--- src/rtl/gate_sweep_checker_settle_timer.sv ---
// Loadable down-counter that measures how long each vector is held.
// Loading sets SETTLE_CYCLES-1, so expire is seen on the SETTLE_CYCLES-th
// cycle after the load edge.
module settle_timer #(
   parameter int unsigned SETTLE_CYCLES = 4
) (
   input  logic clk,
   input  logic rst_n,
   input  logic load,
   output logic expire
);

   localparam int unsigned W = $clog2(SETTLE_CYCLES + 1);
   localparam logic [W-1:0] LOAD_VAL = W'(SETTLE_CYCLES - 1);

   logic [W-1:0] count_q;

   // Reload on request, otherwise count down and park at zero.
   always_ff @(posedge clk or negedge rst_n) begin
      if (!rst_n) begin
         count_q <= '0;
      end else if (load) begin
         count_q <= LOAD_VAL;
      end else if (count_q != '0) begin
         count_q <= count_q - 1'b1;
      end
   end

   assign expire = (count_q == '0);

endmodule

--- config.mk ---
export PLATFORM = sky130hd
export DESIGN_NAME = settle_timer
export DESIGN_NICKNAME = d
export VERILOG_FILES = /design/src/rtl/gate_sweep_checker_settle_timer.sv
export SDC_FILE = /design/constraint.sdc
export NUM_CORES = 1
export LEC_CHECK = 0
export BUFFER_PORTS_ARGS = -buffer_cell sky130_fd_sc_hd__buf_2
export CAP_MARGIN = 10
export CORE_AREA = 4 4 41 43
export CTS_BUF_LIST = sky130_fd_sc_hd__clkbuf_2 sky130_fd_sc_hd__clkbuf_4 sky130_fd_sc_hd__clkbuf_8
export DETAILED_ROUTE_END_ITERATION = 8
export DIE_AREA = 0 0 45 47
export PLACE_DENSITY_LB_ADDON = 0.1
export SETUP_SLACK_MARGIN = 0.1
export SYNTH_ARGS = -nofsm -noshare
export SYNTH_HDL_FRONTEND = slang
export SYNTH_SLANG_ARGS = --single-unit
--- constraint.sdc ---
create_clock -name clk -period 1 [get_ports clk]
set_input_delay 0.05 -clock clk [delete_from_list [all_inputs] [get_ports clk]]
set_output_delay 0.05 -clock clk [all_outputs]
set_load 0.03 [all_outputs]
After elaboration in Yosys (flattened, before gate mapping)
Cells that the tools add are included.
{"block": "totals", "romBits": 0, "latchBits": 0, "register_bits": 3, "input_bits": 3, "ramBits": 0, "out_inout_bits": 1, "memories": 0}
{"block": "op_classes", "muxes": 2, "n_mul": 0, "reduce_logical": 3, "div": 0, "magnitude_cmp": 0, "shifts": 0, "bitwise_logic": 0, "add_sub_neg": 1, "n_eq_ne": 0}
{"op": "$mux W3", "count": 2}
{"op": "$logic_not A3 Y1", "count": 1}
{"op": "$reduce_bool A3 Y1", "count": 1}
{"op": "$sub A3 B1 Y3 const B", "count": 1}
{"op": "$reduce_bool A2 Y1", "count": 1}

Logic depth before layout (Yosys ltp)
Gate-level depths: netlist of run 1.
{"block": "logic_depth", "ltp_word": 3, "ltp_mapped": 4}

Least setup slack after synthesis of run 1
Ideal clock, no wire load.
{"block": "synth_path", "path_type": "register to register", "startpoint": "reg count_q[0]", "endpoint": "reg count_q[0]", "arrival_time_ps": 979, "n_path_buf": 0, "t_required_ps": 871, "stages_incl_launch_ff": 5, "slack_ps": -108, "setup_ps": 129, "path_cell_list": "dfrtp_1 inv_1 ha_1 and2b_2 mux2i_1"}
{"block": "synth_via", "elab_chain_len": 3}
{"element": "start: declaration", "line_no": "16", "text": "logic [W-1:0] count_q;"}
{"element": "start signal: assignment", "line_no": "25", "text": "count_q <= count_q - 1'b1;"}
{"element": "$sub A3 B1 Y3", "line_no": "25"}
{"element": "$mux W3", "line_no": "24", "text": "end else if (count_q != '0) begin"}
{"element": "$mux W3", "line_no": "22", "text": "end else if (load) begin"}
Parallel ways exist; a longest one is shown, timed or not. The select of a mux whose other input is x is not followed.
A chain may end at the register's enable or synchronous reset.

Worst setup path in the final report of run 1
{"block": "layout_path", "startpoint": "reg count_q[0]", "endpoint": "out expire"}
{"block": "layout_via", "elab_chain_len": 1}
{"element": "$logic_not A3 Y1", "line_no": "29", "text": "assign expire = (count_q == '0);"}
{"element": "end: declaration", "line_no": "10", "text": "output logic expire"}
Every way passes these cells.

==> out/results.env, run 1 <==
GLOBALROUTEMET2UTIL=0.0650
BIGGESTREGSBYFLOPS='count_q (3)'
DRCVIOLATIONCOUNT=0
AREA_GROWTH_PCT=54.5
DETAIL-ROUTE-ANTENNA-NETS=0
ACHIEVABLE-FREQUENCY_MHz=853
FINAL_MAX_SLEW_VIOL_COUNT=0
SETUP.WORST_PATH.START_CLASS='flop'
FINAL_NET_COUNT=33
GRT_START_MAX_NET_PINS=6
NUMBER_OF_GLOBAL_ROUTE_VIAS_BEFORE_REPAIR=159
WL_PER_CELL_UM=8.10
SLEW_HEADROOM=0.913
SYNTHDOMINANTAREACELLTYPE='sky130_fd_sc_hd__dfrtp_1'
CP-END-KIND='output port'
DRT-VIAS-PER-INSTANCE=3.45
INITIAL_UTILIZATION=0.139
DIE_HEIGHT_UM=47
CRIT_FANOUT=2
INSERTION_DELAY_NS=0.23
CRIT_TYPE='reg -> out'
ANTENNA_FOUND_INITIAL=0
GR_UTIL_MET1=0.0274
HOLD_PATH.CLASS='in -> reg'
DRTPASS1ITERATIONS=1
RR_STARTPOINT='count_q[0]'
LEAKAGEPOWER_nW=0.130
SYNTHDISTINCTLIBCELLS=10
RESULT_OF_THE_RUN='complete, but fails checks'
VIAS=145
TIGHTESTPINTRANSITION_NS=0.127
FINAL_LAYOUT_SIZE_SUFFIX_GT1_FRAC=0.519
MOST-COMMON-LAYOUT-CELLS='4 x sky130_fd_sc_hd__clkbuf_4, 3 x sky130_fd_sc_hd__dfrtp_1'
YS_SEQ_ELEMENTS=3
SYNTH_TOP_AREA_FRAC=0.414
MIN_PATH_CELLS=2
GLOBAL_ROUTE_WIRE_LENGTH_BEFORE_REPAIR_UM=531
FIN_SKEW_NS=0.000937
MOSTFREQUENTLAYOUTCELL='sky130_fd_sc_hd__clkbuf_4'
YOSYS-TOP-CELLS-AREA='sky130_fd_sc_hd__dfrtp_1 41%, sky130_fd_sc_hd__ha_1 14%, sky130_fd_sc_hd__mux2i_1 11%'
DESIGN.PORTCOUNT=4
TOP_USAGE_LAYER='met4'
SYNTH_CELLS=17
DIODES=0
CLK_PIN_SLEW_WORST_PATHS_NS=0.04
CLOCKBUFFERDEPTH=2
TOTALNEGATIVESETUPSLACK_NS=-0.600
SYNTH_AREA_PER_CELL_UM2=10.7
GR_OVFL_TOTAL=0
SETUP_WS_NS=-0.172
CTS_INSERTED_BUFFERS=3
HTREE_NUM_LEVELS=1
UNREPAIRED_SETUP_ENDPOINTS_AFTER_GLOBAL_ROUTING='yes'
GRTUSAGEMET3=0.0153
POST-ROUTE-PERIOD-UTIL=1.17
TIMING.RR.END='count_q[2]'
CTS_ROOT_BUF='sky130_fd_sc_hd__clkbuf_4'
R2R_SETUP_SLACK_NS=-0.16
SYN_NETS=22
LARGEST_REGISTER='count_q'
CRITPATHLAUNCH='count_q[0]'
SYNTH.CELL_AREA_UM2=181
CRITPATHREQUIREDTIME_NS=0.95
TIMING.REG2REG.WORST_PATH_DEPTH=4
TIMING.FINAL.CRIT_PERIOD_NS=1.17
POWER_PER_CELL_AREA_mW_PER_MM2=1810
FLOORPLAN.CORE_AREA_MM2=0.00130
ROUTABILITY_CONGESTION_ESTIMATE=0.627
TIMING.HOLD.WORST_ENDPOINT='count_q[2]'
ARRIVAL_NS=1.12
NUM_ROWS=13
FAILED_CHECKS='setup timing'
TOTAL_ROUTING_RESOURCE_UTILIZATION_AFTER_GLOBAL_ROUTING=0.0403
PLACE_WS_NS=-0.171
DRT-TOTAL-WL_UM=340
PLACEMENT.IO_BUFFERS=3
HOLD_START='load'
CLOCK-SINKS=3
YOSYSWARNINGCOUNT=0
FINALHOLDVIOLCOUNT=0
DIE_AREA_MM2=0.00212
SETUP-VIOLATIONS-FINAL=4
VIOLATION_COUNT_AFTER_THE_FIRST_DETAILED_ROUTE_ITERATION=0
NUMBER_OF_FLIP_FLOPS_IN_THE_LARGEST_REGISTER=3
IRDROPWORSTVDD_uV=533
MAXCAPVIOLCOUNT=0
SYNTH_SEQ_AREA_SHARE=0.414
HORIZONTAL_DIE_DIMENSION_UM=45
TRITONCTS_CLOCK_TREE='yes'
## worst max-delay path by stage
stage | end | slack, ns
after detailed placement | count_q[2] | -0.17
after floorplan | count_q[2] | -0.11
after CTS | expire | -0.19
after global placement | count_q[2] | -0.18
final | expire | -0.17
after global routing | count_q[1] | -0.21
## cells by family after synthesis
group / after synthesis / synth area share
buffers and inverters: 2 / 0.0414
multiplexers: 2 / 0.110
flip-flops: 3 / 0.414
AND/OR/NAND/NOR: 7 / 0.248
adder cells (fa/ha/maj): 2 / 0.138
AO/OA/AOI/OAI: 1 / 0.0483
## synth_stat cells
master	count
sky130_fd_sc_hd__dfrtp_1	3
sky130_fd_sc_hd__or2b_1	1
sky130_fd_sc_hd__or3b_1	1
sky130_fd_sc_hd__ha_1	2
sky130_fd_sc_hd__inv_1	2
sky130_fd_sc_hd__nor2_1	2
sky130_fd_sc_hd__a21oi_2	1
sky130_fd_sc_hd__nor2b_1	2
sky130_fd_sc_hd__mux2i_1	2
sky130_fd_sc_hd__and2b_2	1
## per-stage QoR
stage               power [mW]  instance area [µm²]  hold slack (ns)  cells   util
detailed placement       0.254                  226           -0.151     36  0.174
global placement         0.256                  226           -0.150     36  0.174
finish                   0.507                  280           0.0414     42  0.215
floorplan                0.221                  185           -0.246     17      -
CTS                      0.523                  280           0.0373     42  0.215
global route             0.532                  280           0.0428     42  0.215
## area by class of cell
| type | count | area (µm²) |
|---|---|---|
| repair buffers | 6 | 46.3 |
| flip-flops and latches | 3 | 75.1 |
| clock buffers | 4 | 30.0 |
| fillers | 151 | 1020 |
| multi-input cells | 12 | 103 |
| well taps | 15 | 18.8 |
| inverters | 2 | 7.51 |
## what timing repair did
| item | in CTS | in global routing |
|---|---|---|
| endpoints found under the hold margin | 3 | 0 |
| hold buffers | 1 | 0 |
| resized for setup | 3 | 1 |
| setup endpoints to repair | 4 | 4 |
| buffers inserted | 1 | 0 |
| cloned | 0 | 0 |
## per-layer routing
metal  up-vias  part of all wire
met1        68              0.38
li1         74                 -
met4         0                 0
met2         3              0.54
met5         -                 0
met3         0             0.074
## where the power goes
part           switching, mW  total [mW]  internal, mW
logic                 0.0525       0.117        0.0645
registers             0.0108       0.151         0.140
clock network         0.0620       0.238         0.176
total                  0.125       0.507         0.382
## worst max-delay path, stage by stage (launching register included)
cell	delay, ns
sky130_fd_sc_hd__dfrtp_1	0.38
sky130_fd_sc_hd__inv_2	0.07
sky130_fd_sc_hd__ha_2	0.17
sky130_fd_sc_hd__and2b_4	0.15
sky130_fd_sc_hd__buf_6	0.12
Power figures use the tool's default switching activity.
==> run 2, diff against run 1 <==
- CORE_AREA: 4 4 41 43 -> 2 2 39 41
- CTS_BUF_LIST: sky130_fd_sc_hd__clkbuf_2 sky130_fd_sc_hd__clkbuf_4 sky130_fd_sc_hd__clkbuf_8 -> default
- DIE_AREA: 0 0 45 47 -> 0 0 41 43
- clock period: 1 -> 1.3 ns (I/O delays scaled with it)
==> out/results.env, run 2 (same netlist as run 1, synthesis figures left out) <==
MOST-COMMON-LAYOUT-CELLS='3 x sky130_fd_sc_hd__clkbuf_4, 3 x sky130_fd_sc_hd__dfrtp_1, 3 x sky130_fd_sc_hd__buf_4'
TIMING.HOLD.WORST_ENDPOINT='count_q[2]'
TOTALNEGATIVESETUPSLACK_NS=0
WL_PER_CELL_UM=8.59
FINAL_LAYOUT_SIZE_SUFFIX_GT1_FRAC=0.500
FINAL_MAX_SLEW_VIOL_COUNT=0
POST-DP-HPWL_UM=251
CRIT_PATH_CELL_TRACE='inv_2 -> ha_4 -> and2b_2 -> buf_6'
TIMING.RR.END='count_q[2]'
RR_STARTPOINT='count_q[0]'
SETUP.WORST_PATH.START_CLASS='flop'
POST-ROUTE-PERIOD-UTIL=0.917
PATH_DELAY_FAMILY='flip-flops'
INSERTION_DELAY_NS=0.23
NUMBER_OF_FLIP_FLOPS_IN_THE_LARGEST_REGISTER=3
GR_OVFL_TOTAL=0
CTS_ROOT_BUF='sky130_fd_sc_hd__clkbuf_4'
TIGHTESTPINTRANSITION_NS=0.153
SETUP-VIOLATIONS-FINAL=0
CRIT_FANOUT=2
UNREPAIRED_SETUP_ENDPOINTS_AFTER_GLOBAL_ROUTING='yes'
FINISH.CELL_COUNT_WITHOUT_FILLERS=44
CPPEAKSTAGEDELAY_NS=0.35
ACHIEVABLE-FREQUENCY_MHz=839
RESULT_OF_THE_RUN='completed'
PLACEMENT.IO_BUFFERS=3
HOLD_START='load'
FIN_SKEW_NS=0.00577
ROUTABILITY_CONGESTION_ESTIMATE=0.665
DRCVIOLATIONCOUNT=0
CP-END-KIND='output port'
VIAS=149
CTS_INSERTED_BUFFERS=3
FILLERINSTANCES=160
BIGGESTREGSBYFLOPS='count_q (3)'
FINAL_UTIL=0.212
NUM_ROWS=14
FLOORPLAN.CORE_AREA_MM2=0.00138
ANTENNA_FOUND_INITIAL=0
NUMBER_OF_GLOBAL_ROUTE_VIAS_BEFORE_REPAIR=171
DIE_AREA_MM2=0.00176
GRT_START_MAX_NET_PINS=6
MAXCAPVIOLCOUNT=0
MIN_PATH_CELLS=2
HORIZONTAL_DIE_DIMENSION_UM=41
TOTAL_ROUTING_RESOURCE_UTILIZATION_AFTER_GLOBAL_ROUTING=0.0643
DESIGN.PORTCOUNT=4
DIODES=0
TRITONCTS_CLOCK_TREE='yes'
TIMING.FINAL.CRIT_PERIOD_NS=1.19
HOLD_PATH.CLASS='in -> reg'
CLK_PIN_SLEW_WORST_PATHS_NS=0.04
POWER_PER_CELL_AREA_mW_PER_MM2=1310
POST-ROUTE-CELL-AREA_UM2=294
CRITPATHREQUIREDTIME_NS=1.24
R2R_SETUP_SLACK_NS=0.12
VIOLATION_COUNT_AFTER_THE_FIRST_DETAILED_ROUTE_ITERATION=2
WORST_PATH_MAX_DELAY_CELL='sky130_fd_sc_hd__dfrtp_1'
LEAKAGEPOWER_nW=0.133
DETAIL-ROUTE-ANTENNA-NETS=0
DRTPASS1ITERATIONS=2
PLACED_CELL_AREA_UM2=216
TIMING.REG2REG.WORST_PATH_DEPTH=4
CLOCK-SINKS=3
AREA_GROWTH_PCT=62.1
DIE_HEIGHT_UM=43
CRIT_TYPE='reg -> out'
INITIAL_UTILIZATION=0.131
CLOCKBUFFERDEPTH=2
FINALHOLDVIOLCOUNT=0
DPL.CELL_COUNT=36
LARGEST_REGISTER='count_q'
HTREE_NUM_LEVELS=1
HOLD_SLACK_NS=0.0501
IRDROPWORSTVDD_uV=435
ARRIVAL_NS=1.13
DRT-VIAS-PER-INSTANCE=3.39
GLOBAL_ROUTE_WIRE_LENGTH_BEFORE_REPAIR_UM=696
SLEW_HEADROOM=0.895
FINAL_NET_COUNT=34
PATH_BUF_INV=2
DRT-TOTAL-WL_UM=378
==> run 2: changes by cell type in the layout (fill, tap and decap cells not counted) <==
cell,before,now
sky130_fd_sc_hd__and2b_2,0,1
sky130_fd_sc_hd__and2b_4,1,0
sky130_fd_sc_hd__buf_4,2,3
sky130_fd_sc_hd__clkbuf_1,0,1
sky130_fd_sc_hd__clkbuf_4,4,3
sky130_fd_sc_hd__ha_2,1,0
sky130_fd_sc_hd__ha_4,0,1
==> run 2: repair_timing <==
| item | CTS | global route |
|---|---|---|
| hold endpoints to repair | 3 | 0 |
| hold buffers | 1 | 0 |
| resized for setup | 6 | 0 |
| endpoints found under the setup margin | 1 | 2 |
| setup buffers | 2 | 1 |
==> run 2: report_power, final <==
group	internal (mW)	switching [mW]
sequential	0.108	0.00902
clock	0.115	0.0509
combinational	0.0557	0.0476
total	0.279	0.108
==> run 2: final cells by class <==
type	instances	area [µm²]	share of cell area
Multi-Input combinational cell	12	111	0.379
Sequential cell	3	75.1	0.255
Timing Repair Buffer	7	53.8	0.183
Clock buffer	4	26.3	0.0894
Tap cell	16	20.0	0.0681
Inverter	2	7.51	0.0255
==> run 2: worst register-to-register path, cell delays in order, from the launching register on <==
cell	delay (ns)
sky130_fd_sc_hd__dfrtp_1	0.38
sky130_fd_sc_hd__inv_2	0.09
sky130_fd_sc_hd__ha_1	0.16
sky130_fd_sc_hd__or3b_1	0.36
sky130_fd_sc_hd__a21oi_2	0.13
==> run 2: worst max path at each step <==
stage,start,end,slack (ns),cells past startpoint
global route,count_q[0],expire,0.06,4
finish,count_q[0],expire,0.11,4
CTS,count_q[1],expire,0.10,4
detailed placement,count_q[0],count_q[2],0.11,4
floorplan,count_q[0],count_q[0],0.19,4
global placement,count_q[0],count_q[2],0.11,4
==> run 2: stage by stage <==
| stage | setup slack [ns] | total power, mW |
|---|---|---|
| floorplan | 0.192 | 0.167 |
| global placement | 0.112 | 0.187 |
| detailed placement | 0.114 | 0.187 |
| CTS | 0.101 | 0.389 |
| global route | 0.0630 | 0.426 |
| finish | 0.108 | 0.386 |
==> run 2: routing by layer <==
metal  vias to the layer above  wire length (µm)  GRT usage
met2                         2               175     0.0781
met1                        70               186     0.0677
met3                         0                16     0.0471
met4                         0                 0     0.0600
met5                         -                 0          0
li1                         77                 -          -
==> run 3, diff against run 2 <==
--- a/config.mk
+++ b/config.mk
@@ -7,5 +7,6 @@
 export LEC_CHECK = 0
-export BUFFER_PORTS_ARGS = -buffer_cell sky130_fd_sc_hd__buf_2
+export BUFFER_PORTS_ARGS = -buffer_cell sky130_fd_sc_hd__clkbuf_2
 export CAP_MARGIN = 10
 export CORE_AREA = 2 2 39 41
+export CTS_BUF_LIST = sky130_fd_sc_hd__clkbuf_4
 export DETAILED_ROUTE_END_ITERATION = 8
==> constraint.sdc (replaced) <==
create_clock -name clk -period 1.3 [get_ports clk]
set_input_delay 0.26 -clock clk [delete_from_list [all_inputs] [get_ports clk]]
set_output_delay 0.26 -clock clk [all_outputs]
set_load 0.03 [all_outputs]
==> out/results.env, run 3 (same netlist as run 1, synthesis figures left out) <==
ANTENNA_FOUND_INITIAL=0
FINAL_MAX_SLEW_VIOL_COUNT=0
DRCVIOLATIONCOUNT=0
DIODES=0
DIE_AREA_MM2=0.00176
NUM_ROWS=14
TIMING.FINAL.CRIT_PERIOD_NS=1.39
PLACEMENT.IO_BUFFERS=3
INSERTION_DELAY_NS=0.23
NUMBER_OF_GLOBAL_ROUTE_VIAS_BEFORE_REPAIR=179
AREA_GROWTH_PCT=78.6
CTS_ROOT_BUF='sky130_fd_sc_hd__clkbuf_4'
DPL.CELL_COUNT=37
INITIAL_UTILIZATION=0.131
UNREPAIRED_SETUP_ENDPOINTS_AFTER_GLOBAL_ROUTING='yes'
TRITONCTS_CLOCK_TREE='yes'
HORIZONTAL_DIE_DIMENSION_UM=41
CTS_INSERTED_BUFFERS=3
CRITPATHREQUIREDTIME_NS=1.04
FLOORPLAN.CORE_AREA_MM2=0.00138
VIAS=159
FIN_SKEW_NS=0.00166
RESULT_OF_THE_RUN='complete, but fails checks'
MOSTFREQUENTLAYOUTCELL='sky130_fd_sc_hd__clkbuf_4'
MOST-COMMON-LAYOUT-CELLS='4 x sky130_fd_sc_hd__clkbuf_4, 3 x sky130_fd_sc_hd__dfrtp_1, 3 x sky130_fd_sc_hd__buf_4'
NUMBER_OF_FLIP_FLOPS_IN_THE_LARGEST_REGISTER=3
WL_PER_CELL_UM=8.39
TIGHTESTPINTRANSITION_NS=0.110
ROUTABILITY_CONGESTION_ESTIMATE=0.651
FAILED_CHECKS='setup timing'
TOTALNEGATIVESETUPSLACK_NS=-0.140
FINAL_NET_COUNT=36
DIE_HEIGHT_UM=43
SETUP-VIOLATIONS-FINAL=3
POST-ROUTE-PERIOD-UTIL=1.07
SETUP.WORST_PATH.START_CLASS='flop'
ARRIVAL_NS=1.13
GLOBAL_ROUTE_WIRE_LENGTH_BEFORE_REPAIR_UM=800
CRIT_FANOUT=2
FINALHOLDVIOLCOUNT=0
PLACED_CELL_AREA_UM2=224
FINAL_LAYOUT_SIZE_SUFFIX_GT1_FRAC=0.567
FINALPOWER_mW=0.419
GRT_START_MAX_NET_PINS=6
DRT-VIAS-PER-INSTANCE=3.46
HTREE_NUM_LEVELS=1
MAXCAPVIOLCOUNT=0
HOLD_PATH.CLASS='in -> reg'
CLK_PIN_SLEW_WORST_PATHS_NS=0.04
CLOCK-SINKS=3
BIGGESTREGSBYFLOPS='count_q (3)'
CRIT_TYPE='reg -> out'
IRDROPWORSTVDD_uV=448
LEAKAGEPOWER_nW=0.151
CLOCKBUFFERDEPTH=2
TOTAL_ROUTING_RESOURCE_UTILIZATION_AFTER_GLOBAL_ROUTING=0.0773
POWER_PER_CELL_AREA_mW_PER_MM2=1290
DRTPASS1ITERATIONS=1
LARGEST_REGISTER='count_q'
GR_OVFL_TOTAL=0
VIOLATION_COUNT_AFTER_THE_FIRST_DETAILED_ROUTE_ITERATION=0
DETAIL-ROUTE-ANTENNA-NETS=0
FINISH.CELL_COUNT_WITHOUT_FILLERS=46
DRT-TOTAL-WL_UM=386
CP-END-KIND='output port'
POST-ROUTE-CELL-AREA_UM2=324
SLEW_HEADROOM=0.924
SETUP_WS_NS=-0.0863
ACHIEVABLE-FREQUENCY_MHz=721
DESIGN.PORTCOUNT=4
-- run 3: cell count changes in the layout (fill, tap and decap cells not counted) --
cell | before | now
sky130_fd_sc_hd__clkbuf_2 | 0 | 2
sky130_fd_sc_hd__clkbuf_4 | 3 | 4
sky130_fd_sc_hd__buf_6 | 1 | 2
sky130_fd_sc_hd__buf_2 | 2 | 0
sky130_fd_sc_hd__clkbuf_1 | 1 | 0
sky130_fd_sc_hd__buf_8 | 0 | 1
-- run 3: where the power goes --
| part | internal (mW) | switching, mW | total, mW | leakage, nW |
|---|---|---|---|---|
| Clock | 0.136 | 0.0447 | 0.180 | 0.0184 |
| Sequential | 0.108 | 0.00862 | 0.117 | 0.0344 |
| Combinational | 0.0708 | 0.0507 | 0.121 | 0.0983 |
| Total | 0.314 | 0.104 | 0.419 | 0.151 |
-- run 3: area by class of cell --
cell class	count	area (µm²)
Fill cell	155	1060
Multi-Input combinational cell	12	111
Timing Repair Buffer	9	80.1
Sequential cell	3	75.1
Clock buffer	4	30.0
Tap cell	16	20.0
Inverter	2	7.51
-- run 3: metal layers --
metal | part of all wire | track usage | vias up
met2 | 0.45 | 0.0844 | 2
met5 | 0 | 0 | -
li1 | - | - | 83
met1 | 0.47 | 0.0836 | 72
met4 | 0.021 | 0.0600 | 0
met3 | 0.052 | 0.0785 | 2
-- run 3: worst paths after layout --
| path | startpoint | end | slack [ns] | cells after the start |
|---|---|---|---|---|
| worst max-delay path | count_q[0] | expire | -0.09 | 4 |
| worst min-delay path | load | count_q[2] | 0.27 | 2 |
| worst max register to register | count_q[0] | count_q[0] | -0.03 | 7 |
| worst min register to register | count_q[1] | count_q[1] | 0.56 | 2 |
| max in group asynchronous | rst_n | count_q[1] | 0.82 | 2 |
| min in group asynchronous | rst_n | count_q[2] | 0.36 | 2 |
-- run 3: metrics by stage --
step	worst slack [ns]	util	hold slack (ns)
final	-0.0863	0.234	0.267
after global routing	-0.145	0.234	0.264
after CTS	-0.109	0.225	0.261
after detailed placement	0.0477	0.162	0.0638
after global placement	0.0494	0.162	0.0665
after floorplan	0.192	-	-0.0356
-- run 3: worst max-delay path, cell delays in order, from the launching register on --
cell                      delay, ns
sky130_fd_sc_hd__dfrtp_1       0.35
sky130_fd_sc_hd__inv_2         0.06
sky130_fd_sc_hd__ha_4          0.15
sky130_fd_sc_hd__and2b_2       0.21
sky130_fd_sc_hd__buf_8         0.14
-- run 3: what timing repair did --
| action | CTS | global route |
|---|---|---|
| setup endpoints to repair | 1 | 4 |
| buffers inserted | 3 | 2 |
| pin swaps | 2 | 1 |
| hold buffers | 1 | 0 |
| gates resized for setup | 7 | 3 |
| endpoints found under the hold margin | 3 | 0 |
